$ cat src/rtl/fetch_unit.sv
// fetch_unit: instruction fetch stage. Owns the program counter, issues word
// fetches over a request/grant/response port, buffers kept responses in a
// 2-entry FIFO and presents one instruction (or a NOP) per cycle with its PC.
//
// Handshake: a request is transferred on a cycle where imem_req_o and
// imem_gnt_i are both high. Once raised, imem_req_o/imem_addr_o hold until
// that cycle, except in a redirect cycle, which withdraws the request.
// Responses come back in request order, one per imem_rvalid_i cycle, and
// are never back-pressured.
module fetch_unit #(
  parameter logic [31:0] RESET_PC = 32'h0000_0000
) (
  input  logic        clk,
  input  logic        rst_n,
  output logic        imem_req_o,
  output logic [31:0] imem_addr_o,
  input  logic        imem_gnt_i,
  input  logic        imem_rvalid_i,
  input  logic [31:0] imem_rdata_i,
  input  logic        pc_sel_i,
  input  logic [31:0] alu_target_i,
  input  logic        stall_i,
  output logic [31:0] inst_o,
  output logic [31:0] pc_o,
  output logic [31:0] pc4_o
);

  // Architectural state
  logic [31:0] pc_q;
  logic [1:0]  live_cnt;
  logic [1:0]  drop_cnt;
  logic [1:0]  fifo_cnt;
  logic [31:0] pend_pc0, pend_pc1;
  logic [31:0] fifo_pc0, fifo_pc1;
  logic [31:0] fifo_inst0, fifo_inst1;

  // Next-state values
  logic [31:0] pc_d;
  logic [1:0]  live_d, drop_d, fifo_d;
  logic [31:0] pend_pc0_d, pend_pc1_d;
  logic [31:0] fifo_pc0_d, fifo_pc1_d;
  logic [31:0] fifo_inst0_d, fifo_inst1_d;
  logic [31:0] inst_d, pc_out_d;

  logic [2:0]  credit_used;
  logic        accept;
  logic        resp_keep;
  logic        resp_drop;
  logic [1:0]  live_tmp;
  logic [1:0]  fifo_tmp;

  // Low target bits are forced to zero on a redirect.
  logic        unused_target_bits;
  assign unused_target_bits = ^alu_target_i[1:0];

  // Credits: every granted-but-unanswered request and every buffered word
  // consumes one of two slots, which keeps the FIFO from overflowing.
  assign credit_used = {1'b0, live_cnt} + {1'b0, drop_cnt} + {1'b0, fifo_cnt};
  assign imem_req_o  = rst_n && !pc_sel_i && (credit_used < 3'd2);
  assign imem_addr_o = pc_q;
  assign accept      = imem_req_o && imem_gnt_i;
  assign resp_drop   = imem_rvalid_i && (drop_cnt != 2'd0);
  assign resp_keep   = imem_rvalid_i && (drop_cnt == 2'd0);
  assign pc4_o       = pc_o + 32'd4;

  // Next-state for PC, counters, pending-PC queue, FIFO and output registers
  always_comb begin
    pc_d         = pc_q;
    live_d       = live_cnt;
    drop_d       = drop_cnt;
    fifo_d       = fifo_cnt;
    pend_pc0_d   = pend_pc0;
    pend_pc1_d   = pend_pc1;
    fifo_pc0_d   = fifo_pc0;
    fifo_pc1_d   = fifo_pc1;
    fifo_inst0_d = fifo_inst0;
    fifo_inst1_d = fifo_inst1;
    inst_d       = inst_o;
    pc_out_d     = pc_o;
    live_tmp     = live_cnt;
    fifo_tmp     = fifo_cnt;

    if (pc_sel_i) begin
      // Redirect: every outstanding response becomes a drop, including the
      // one (if any) arriving right now, which retires immediately.
      pc_d     = {alu_target_i[31:2], 2'b00};
      live_d   = 2'd0;
      drop_d   = drop_cnt + live_cnt - {1'b0, imem_rvalid_i};
      fifo_d   = 2'd0;
      inst_d   = 32'd0;
      pc_out_d = 32'd0;
    end else begin
      if (accept) begin
        pc_d = pc_q + 32'd4;
      end
      if (resp_drop) begin
        drop_d = drop_cnt - 2'd1;
      end

      // Pending-PC queue: pop the head on a kept response, push on accept.
      if (resp_keep) begin
        pend_pc0_d = pend_pc1;
        live_tmp   = live_cnt - 2'd1;
      end
      if (accept) begin
        if (live_tmp == 2'd0) begin
          pend_pc0_d = pc_q;
        end else begin
          pend_pc1_d = pc_q;
        end
        live_tmp = live_tmp + 2'd1;
      end
      live_d = live_tmp;

      if (stall_i) begin
        // Outputs hold; kept words queue up behind the FIFO contents.
        if (resp_keep) begin
          if (fifo_cnt == 2'd0) begin
            fifo_pc0_d   = pend_pc0;
            fifo_inst0_d = imem_rdata_i;
          end else begin
            fifo_pc1_d   = pend_pc0;
            fifo_inst1_d = imem_rdata_i;
          end
          fifo_d = fifo_cnt + 2'd1;
        end
      end else if (fifo_cnt != 2'd0) begin
        // Present the oldest buffered word; a same-cycle response is queued.
        inst_d       = fifo_inst0;
        pc_out_d     = fifo_pc0;
        fifo_pc0_d   = fifo_pc1;
        fifo_inst0_d = fifo_inst1;
        fifo_tmp     = fifo_cnt - 2'd1;
        if (resp_keep) begin
          if (fifo_tmp == 2'd0) begin
            fifo_pc0_d   = pend_pc0;
            fifo_inst0_d = imem_rdata_i;
          end else begin
            fifo_pc1_d   = pend_pc0;
            fifo_inst1_d = imem_rdata_i;
          end
          fifo_tmp = fifo_tmp + 2'd1;
        end
        fifo_d = fifo_tmp;
      end else if (resp_keep) begin
        // Empty FIFO: bypass the response straight to the outputs.
        inst_d   = imem_rdata_i;
        pc_out_d = pend_pc0;
      end else begin
        inst_d   = 32'd0;
        pc_out_d = 32'd0;
      end
    end
  end

  // State registers with asynchronous active-low reset
  always_ff @(posedge clk or negedge rst_n) begin
    if (!rst_n) begin
      pc_q       <= RESET_PC;
      live_cnt   <= 2'd0;
      drop_cnt   <= 2'd0;
      fifo_cnt   <= 2'd0;
      pend_pc0   <= 32'd0;
      pend_pc1   <= 32'd0;
      fifo_pc0   <= 32'd0;
      fifo_pc1   <= 32'd0;
      fifo_inst0 <= 32'd0;
      fifo_inst1 <= 32'd0;
      inst_o     <= 32'd0;
      pc_o       <= 32'd0;
    end else begin
      pc_q       <= pc_d;
      live_cnt   <= live_d;
      drop_cnt   <= drop_d;
      fifo_cnt   <= fifo_d;
      pend_pc0   <= pend_pc0_d;
      pend_pc1   <= pend_pc1_d;
      fifo_pc0   <= fifo_pc0_d;
      fifo_pc1   <= fifo_pc1_d;
      fifo_inst0 <= fifo_inst0_d;
      fifo_inst1 <= fifo_inst1_d;
      inst_o     <= inst_d;
      pc_o       <= pc_out_d;
    end
  end

endmodule

$ cat config.mk
export PLATFORM = sky130hd
export DESIGN_NAME = fetch_unit
export DESIGN_NICKNAME = d
export VERILOG_FILES = /design/src/rtl/fetch_unit.sv
export SDC_FILE = /design/constraint.sdc
export NUM_CORES = 1
export LEC_CHECK = 0
export BUFFER_PORTS_ARGS = -buffer_cell sky130_fd_sc_hd__buf_4
export CORE_MARGIN = 2
export CORE_UTILIZATION = 57
export DETAILED_ROUTE_END_ITERATION = 8
export GPL_TIMING_DRIVEN = 0
export HOLD_SLACK_MARGIN = 0.15
export PLACE_DENSITY_LB_ADDON = 0.12
export SLEW_MARGIN = 30
export SYNTH_ARGS = -nofsm -noshare
export SYNTH_HDL_FRONTEND = slang
export SYNTH_SLANG_ARGS = --single-unit
$ cat constraint.sdc
create_clock -name clk -period 3.71 [get_ports clk]
set_input_delay 0 -clock clk [delete_from_list [all_inputs] [get_ports clk]]
set_output_delay 0 -clock clk [all_outputs]
set_load 0.02 [all_outputs]
# Yosys cells after proc, flatten, opt, wreduce, memory -nomap -nowiden
# Cells that the tools add are included.
[op_classes]
bitwise_logic = 2
addsub = 12
muxes = 48
n_lt_le_gt_ge = 1
eq_ne = 6
reduce_logical = 20
[ops]
columns = ["op", "count"]
rows = [
  ["$mux W32", 37],
  ["$add A32 B3 Y32 const B", 2],
  ["$mux W2", 11],
  ["$reduce_bool A2 Y1", 5],
  ["$logic_not A2 Y1", 4],
  ["$add A2 B1 Y2 const B", 3],
  ["$ne A2 B2 Y1 const B", 3],
  ["$sub A2 B1 Y2 const B", 3],
  ["$logic_and A1 B1 Y1", 5],
  ["$reduce_and A5 Y1", 1],
  ["$ne A2 B1 Y1 const B", 2],
  ["$reduce_and A4 Y1", 1],
  ["$add A2 B2 Y3", 1],
  ["$add A3 B2 Y3", 1],
  ["$lt A3 B2 Y1 const B", 1],
  ["$ne A3 B2 Y1 const B", 1],
  ["$reduce_and A3 Y1", 1],
  ["$reduce_bool A3 Y1", 1],
  ["$add A2 B2 Y2", 1],
  ["$not A1 Y1", 2],
  ["$reduce_and A2 Y1", 1],
  ["$sub A2 B1 Y2", 1],
  ["$logic_not A1 Y1", 1],
]
[totals]
inputBits = 70
regBits = 294
out_inout_bits = 129
word_cells = 101

# Longest topological paths before layout
# Gate-level depths: netlist of the first run.
[logic_depth]
word_depth = 7
mapped_depth = 12
mapped_depth_nobuf = 10

# Worst setup path before layout of the first run
# Ideal clock, no wire load.
[synth_timing]
path_kind = "register to register"
from = "register live_cnt[1]"
to = "register pc_q[29], in the netlist imem_addr_o[29]"
period_less_slack_ns = 2.730
n_path_buf = 0
required_time_ns = 3.569
setup_time_ns = 0.141
t_arrival_ns = 2.590
path_slack_ns = 0.980
path_stages_with_launch = 10
cell_sequence = "dfrtp_1 inv_1 fa_1 inv_1 ha_1 and4bb_1 nand2_1 or4_4 o311ai_1 o311ai_1"
[synth_via]
elab_chain_len = 6
[synth_rtl]
columns = ["element", "line", "rtl"]
rows = [
  ["from (decl)", "30", "logic [1:0] live_cnt;"],
  ["from (signal assigned)", "173", "live_cnt <= live_d;"],
  ["$add A2 B2 Y3", "58", "assign credit_used = {1'b0, live_cnt} + {1'b0, drop_cnt} + {1'b0, fifo_cnt};"],
  ["$add A3 B2 Y3", "58", ""],
  ["$lt A3 B2 Y1", "59", "assign imem_req_o = rst_n && !pc_sel_i && (credit_used < 3'd2);"],
  ["$logic_and A1 B1 Y1", "59", ""],
  ["$logic_and A1 B1 Y1", "61", "assign accept = imem_req_o && imem_gnt_i;"],
  ["$reduce_bool A2 Y1 (no line)", "--", ""],
  ["to (signal assigned)", "172", "pc_q <= pc_d;"],
  ["to (decl)", "29", "logic [31:0] pc_q;"],
]
# Every way passes these cells.
# A chain may end at the register's enable or synchronous reset.

# Worst setup path after layout of the first run
# Same ends and word-level chain as after synthesis.

==> impl_metrics.toml, run 1 <==
[timing]
fin_crit_ps = 3500
finalClockSkew_ps = 11.5
slew_viol_final = 0
fin_hold_ws_ps = 203
slew_headroom = 0.335
fin_crit_sh = 0.943
rsz0062_at_grt = "false"
setup_viol = 0
finalHoldViolations = 0
tightest_slew_ps = 993
max_freq_mhz = 286
fin_ws_ps = 211

[synth]
syn_area_mm2 = 0.0133
synth_cells = 1188
synthDistinctLibCells = 55
synth_seq_cells = 290
synthArstFlopShare = 1.00
synth_seq_area_share = 0.546
synthTopCellsByArea = "dfrtp_1 (55%), mux2_2 (7.5%), mux2i_1 (7.2%)"
synth_ff_type = "dfrtp_1"
synth_edf_count = 0
synth.top_cell.area_share = 0.546
yosysTopAreaCell = "dfrtp_1"
syn_area_per_cell_um2 = 11.2
yosys_warnings = 0

[grt]
grt_usage = 0.284
overflow = 0
grt_pass1_vias = 10800
grt_max_degree = 92
antenna_found_initial = 0
grt_pass1_wl_um = 55700

[drt]
met3WireLength_um = 2240
drt-met1-wl_um = 14500
ant_nets = 0
top_layer = "met4"
first_pass_iters = 7
avgViaCountPerCell = 5.80
routed-wl-met2_um = 16700
wire_per_inst_um = 18.8
drt-initial-drc-count = 1115
drc = 0
num_vias = 10600
wl_um = 34400

[clock_network]
cts_num_sinks = 290
cts_max_path_buffers = 3
h-tree-depth = 1
clock-root-buffer = "clkbuf_16"
clk_pin_slew_worst_paths_ps = 60
cts_buffers = 30
cts_tree = "yes"
clkLatencyLatePin_ps = 550

[die]
start_util = 0.583
die_x_um = 157
io_pins = 199
die_area_mm2 = 0.0246
rows = 55
core-area_mm2 = 0.0228
fp.dieH_um = 157

[place]
dpl_cell_area_mm2 = 0.0152
dp.final_hpwl_um = 23500
pre_cts_ws_ps = 538
io_buffers = 193
globalplace.congestion = 0.900

[cells_and_area]
fin_area_mm2 = 0.0172
diodes = 0
area_delta_synth_final_pct = 29.1
nets = 1579
final_cell_mix = "dfrtp_1 (290), buf_4 (197), mux2i_1 (95)"
drive_gt1_frac = 0.247
fin_util = 0.753
fill_cells = 1504
final_common_cell = "dfrtp_1"

[setup_path]
crit_chain = "inv_1, fa_1, inv_1, ha_1, and4bb_1, nand2_2, or4_4, o311ai_1, o311ai_1, dlygate4sd3_1"
crit_path_top_delay_cell = "or4_4"
crit_arrival_ps = 3930
crit_path_start_kind = "flip-flop"
slowest_delay_ps = 600
required_ps = 4140
cp-end-kind = "flip-flop"
rrSetupSlack_ps = 210
crit_fanout = 5
path_class = "reg2reg"

[pwr]
p_per_area_mw_per_mm2 = 700
seqPwrFrac = 0.427
p_sw_frac = 0.337
internal_power_uw = 7970
p_leak_uw = 0.00863
combPwrFrac = 0.305
ir_worst_vdd_mv = 0.372
clkPwrFrac = 0.268
power_uw = 12000
switchingPower_uw = 4040

[flow_run]
maxCapViolations = 0

[status]
outcome = "completed"

[min_path]
hold_path_class = "in2reg"
[cells in the mapped netlist (all sizes together) (3+ instances only)]
| cell | count |
|---|---|
| nand4 | 16 |
| o311ai | 10 |
| and4 | 4 |
| xnor2 | 26 |
| nor2 | 90 |
| xor2 | 12 |
| nand2 | 81 |
| o21ai | 50 |
| buf | 29 |
| a21oi | 74 |
| inv | 84 |
| and3 | 8 |
| clkbuf | 47 |
| nor3 | 10 |
| ha | 11 |
| nor4 | 5 |
| a222oi | 64 |
| o211ai | 11 |
| mux2i | 95 |
| and2 | 5 |
| or3 | 5 |
| dfrtp | 290 |
| mux2 | 94 |
| nand3 | 32 |
| a21o | 3 |
| a221o | 4 |
[logic make-up after synthesis]
kind of cell	share of synthesized area
flip-flops	0.546
AND/OR/NAND/NOR	0.0947
AO/OA/AOI/OAI	0.122
multiplexers	0.151
buffers and inverters	0.0484
XOR/XNOR	0.0250
adder cells (fa/ha/maj)	0.0119
other	0.000282
[power groups by stage]
stage,Combinational [uW],Sequential [uW],Clock [uW]
5_1_grt,4060,5270,3400
2_1_floorplan,2210,5120,0
3_5_place_dp,3520,5140,0
3_3_place_gp,3380,5080,0
6_report,3660,5120,3220
4_1_cts,3660,5100,3260
[registers in the layout, indices dropped and copies added (netlist names)]
name and count:
fifo_inst0 32, fifo_inst1 32, fifo_pc0 32, fifo_pc1 32
inst_o 32, pc_o 32, pend_pc0 32, imem_addr_o 30
pend_pc1 30, drop_cnt 2, fifo_cnt 2, live_cnt 2
[routing by layer]
metal  vias to the layer above  GRT usage
met5                         -          0
li1                       4916          -
met2                       403      0.478
met1                      5253      0.381
met4                         0     0.0952
met3                        72     0.0407
[final timing paths]
| kind | from | to | cells past startpoint |
|---|---|---|---|
| max | live_cnt[1]$_DFF_PN0_ | imem_addr_o[29]$_DFFE_PN0P_ | 10 |
| min | imem_gnt_i | imem_addr_o[13]$_DFFE_PN0P_ | 6 |
| max reg2reg | live_cnt[1]$_DFF_PN0_ | imem_addr_o[29]$_DFFE_PN0P_ | 10 |
| min in group asynchronous | rst_n | inst_o[3]$_DFFE_PN0P_ | 4 |
| min reg2reg | fifo_inst0[2]$_DFFE_PN0P_ | inst_o[2]$_DFFE_PN0P_ | 2 |
| max in group asynchronous | rst_n | pend_pc1[29]$_DFFE_PN0P_ | 5 |
[worst max-delay path, delay by kind of cell, from the launching register on]
kind / cells / cell delay (ps)
AOI/OAI and AO/OA: 2 / 370
buffers and inverters: 3 / 690
DFF: 1 / 400
and+or+nand+nor: 3 / 1060
adders and majority gates: 2 / 850
[repair_timing]
action / CTS / global route
buffers inserted: 0 / 0
hold buffers: 79 / 0
endpoints found under the hold margin: 350 / 0
setup endpoints to repair: 0 / 2
resized for setup: 0 / 4
[metrics by stage]
stage | instances | TNS, ps
6_report | 1834 | 0
3_5_place_dp | 1699 | 0
2_1_floorplan | 1189 | 0
4_1_cts | 1834 | 0
3_3_place_gp | 1695 | -80180
5_1_grt | 1834 | 0
[cell type report]
class	instances	area (um2)	share of cell area
flip-flops and latches	290	7260	0.423
multi-input cells	739	5420	0.316
repair buffers	276	2350	0.137
clock buffers	45	928	0.0541
well taps	313	392	0.0228
plain buffers	76	328	0.0191
inverters	84	315	0.0184
clock inverters	11	155	0.00904
Power figures use the tool's default switching activity.
==> run 2, diff against run 1 <==
--- a/config.mk
+++ b/config.mk
@@ -5,13 +5,15 @@
 export SDC_FILE = /design/constraint.sdc
 export NUM_CORES = 1
 export LEC_CHECK = 0
+export ABC_AREA = 1
 export BUFFER_PORTS_ARGS = -buffer_cell sky130_fd_sc_hd__buf_4
 export CORE_MARGIN = 2
-export CORE_UTILIZATION = 57
+export CORE_UTILIZATION = 58
 export DETAILED_ROUTE_END_ITERATION = 8
 export GPL_TIMING_DRIVEN = 0
 export HOLD_SLACK_MARGIN = 0.15
 export PLACE_DENSITY_LB_ADDON = 0.12
+export RECOVER_POWER = 25
 export SLEW_MARGIN = 30
 export SYNTH_ARGS = -nofsm -noshare
 export SYNTH_HDL_FRONTEND = slang
==> run 2 against run 1 <==
Effect of this change: the flow now finishes with violations (max-capacitance violations, max-slew violations); total power rose by 5.3%; combinational power is 22% higher; clock power about the same; global-route usage is 3.4 points higher; routed wire length up 25%.
==> impl_metrics.toml, run 2 <==
[synth]
yosysTopAreaCell = "dfrtp_1"
synth.top_cell.area_share = 0.485
syn_area_per_cell_um2 = 7.57
synthArstFlopShare = 1.00
synthMostInstantiatedCell = "nand2_1"
synth_seq_cells = 290
synth_seq_area_share = 0.485
syn_area_mm2 = 0.0150
synth_edf_count = 0
synth_cells = 1979
synthTopCellsByArea = "dfrtp_1 (48%), nand2_1 (21%), inv_1 (5.2%)"
yosys_warnings = 0
ys_top_cells_by_count = "nand2_1 (836), dfrtp_1 (290), inv_1 (209)"
synth_ff_type = "dfrtp_1"
synthDistinctLibCells = 37

[clock_network]
postCtsSetupBuffers = 0
clk_pin_slew_worst_paths_ps = 60
clkLatencyLatePin_ps = 570
h-tree-depth = 1
cts_buffers = 31
cts_num_sinks = 290
cts_tree = "yes"
clock-root-buffer = "clkbuf_16"
cts_max_path_buffers = 3

[pwr]
switchingPower_uw = 4850
p_leak_uw = 0.00966
p_per_area_mw_per_mm2 = 671
p_sw_frac = 0.384
ir_worst_vdd_mv = 0.436
combPwrFrac = 0.352
seqPwrFrac = 0.394
internal_power_uw = 7790
clkPwrFrac = 0.254
power_uw = 12600

[setup_path]
crit_chain = "inv_1, fa_1, inv_1, ha_1, xor2_1, nand3_2, nand2_1, nand2_1, dlygate4sd3_1, o21ai_0, dlygate4sd3_1"
critPathBufInv = 4
cp-end-kind = "flip-flop"
slowest_delay_ps = 560
crit_path_top_delay_cell = "dlygate4sd3_1"
path_depth = 11
crit_arrival_ps = 3670
crit_fanout = 5
path_class = "reg2reg"
crit_family = "buffers and inverters"
crit_path_start_kind = "flip-flop"
required_ps = 4210
rr_worst_depth = 11

[drt]
drt-initial-drc-count = 1261
drc = 0
wire_per_inst_um = 16.2
ant_nets = 0
avgViaCountPerCell = 5.42
wl_um = 42900
first_pass_iters = 6
num_vias = 14400

[die]
start_util = 0.593
io_pins = 199
die_area_mm2 = 0.0271
die_x_um = 165
core-area_mm2 = 0.0253
rows = 58
fp.dieH_um = 165

[timing]
setup_viol = 0
fin_crit_sh = 0.854
finalHoldViolations = 0
rsz0062_at_grt = "false"
fin_crit_ps = 3170
slew_headroom = -0.478
max_freq_mhz = 315
fin_hold_ws_ps = 198
tightest_slew_ps = 2220
slew_viol_final = 91
finalClockSkew_ps = 13.2

[grt]
overflow = 0
grt_pass1_wl_um = 69000
grt_max_degree = 94
antenna_found_initial = 0
grt_usage = 0.318
grt_pass1_vias = 13900

[status]
violations = "max-capacitance violations, max-slew violations"
outcome = "complete, but fails checks"

[place]
dp.final_hpwl_um = 30300
place_inst = 2507
globalplace.congestion = 0.932
io_buffers = 194

[min_path]
holdPathStages = 4
hold_path_class = "in2reg"

[cells_and_area]
drive_gt1_frac = 0.140
diodes = 0
area_delta_synth_final_pct = 25.8
instances_no_fill = 2650
final_common_cell = "nand2_1"
final_cell_mix = "nand2_1 (836), dfrtp_1 (290), inv_1 (209)"
fill_cells = 1894
nets = 2380

[flow_run]
maxCapViolations = 1
-- run 2: kinds of logic (layout without fill, tap and decap cells) --
family | after synthesis | after routing | share of synthesized area
AND/OR/NAND/NOR | 1021 | 1021 | 0.270
buffers and inverters | 321 | 661 | 0.0885
AO/OA/AOI/OAI | 304 | 304 | 0.129
flip-flops | 290 | 290 | 0.485
XOR/XNOR | 30 | 30 | 0.0175
adder cells (fa/ha/maj) | 12 | 12 | 0.0105
other | 1 | 2 | 0.000250
-- run 2: what timing repair did --
item | CTS | global route
resized for setup | 0 | 0
hold buffers | 88 | 0
hold endpoints to repair | 464 | 0
-- run 2: worst register-to-register path, cell delays in order (launching register included) --
cell	delay [ps]
dfrtp_1	410
inv_1	80
fa_1	530
inv_1	40
ha_1	200
xor2_1	230
nand3_2	180
nand2_1	180
nand2_1	60
dlygate4sd3_1	550
o21ai_0	60
dlygate4sd3_1	560
-- run 2: layout make-up --
cell class                 count  area (um2)  share of cell area
clock buffer                  43         891              0.0473
tap                          330         413              0.0219
inverter                     213         805              0.0427
buffer                       108         520              0.0276
clock inverter                12         168             0.00890
timing repair buffer         285        2380               0.127
multi-input combinational   1369        6400               0.340
sequential                   290        7260               0.385
-- run 2: metrics by stage --
step | util | setup slack (ps) | TNS (ps) | cell area [um2]
finish | 0.746 | 540 | 0 | 18800
global route | 0.746 | 272 | 0 | 18800
CTS | 0.748 | 557 | 0 | 18900
detailed placement | 0.671 | 603 | 0 | 16900
global placement | 0.667 | -464 | -36480 | 16800
floorplan | - | 1480 | 0 | 15000
-- run 2: power by group through the flow --
| stage | Clock [uW] | Sequential, uW | Combinational [uW] |
|---|---|---|---|
| floorplan | 0 | 5030 | 2670 |
| global placement | 0 | 4950 | 4050 |
| detailed placement | 0 | 5000 | 4230 |
| CTS | 3220 | 4960 | 4410 |
| global route | 3350 | 5110 | 5000 |
| finish | 3210 | 4990 | 4450 |
-- run 2: path summary, 6_finish.rpt --
path,from,end,slack (ps)
max in group asynchronous,rst_n,inst_o[0]$_DFFE_PN0P_,910
min,alu_target_i[12],imem_addr_o[12]$_DFFE_PN0P_,200
max,live_cnt[1]$_DFF_PN0_,imem_addr_o[3]$_DFFE_PN0P_,540
min in group asynchronous,rst_n,inst_o[25]$_DFFE_PN0P_,740
max reg2reg,live_cnt[1]$_DFF_PN0_,imem_addr_o[3]$_DFFE_PN0P_,540
min reg2reg,pend_pc0[1]$_DFFE_PN0N_,pend_pc0[1]$_DFFE_PN0N_,480
-- run 2: metal layers --
| metal | vias to the layer above | wire length (um) | track usage |
|---|---|---|---|
| met2 | 538 | 20700 | 0.554 |
| li1 | 6969 | - | - |
| met1 | 6769 | 18200 | 0.413 |
| met4 | 0 | 1160 | 0.108 |
| met5 | - | 0 | 0 |
| met3 | 75 | 2740 | 0.0397 |
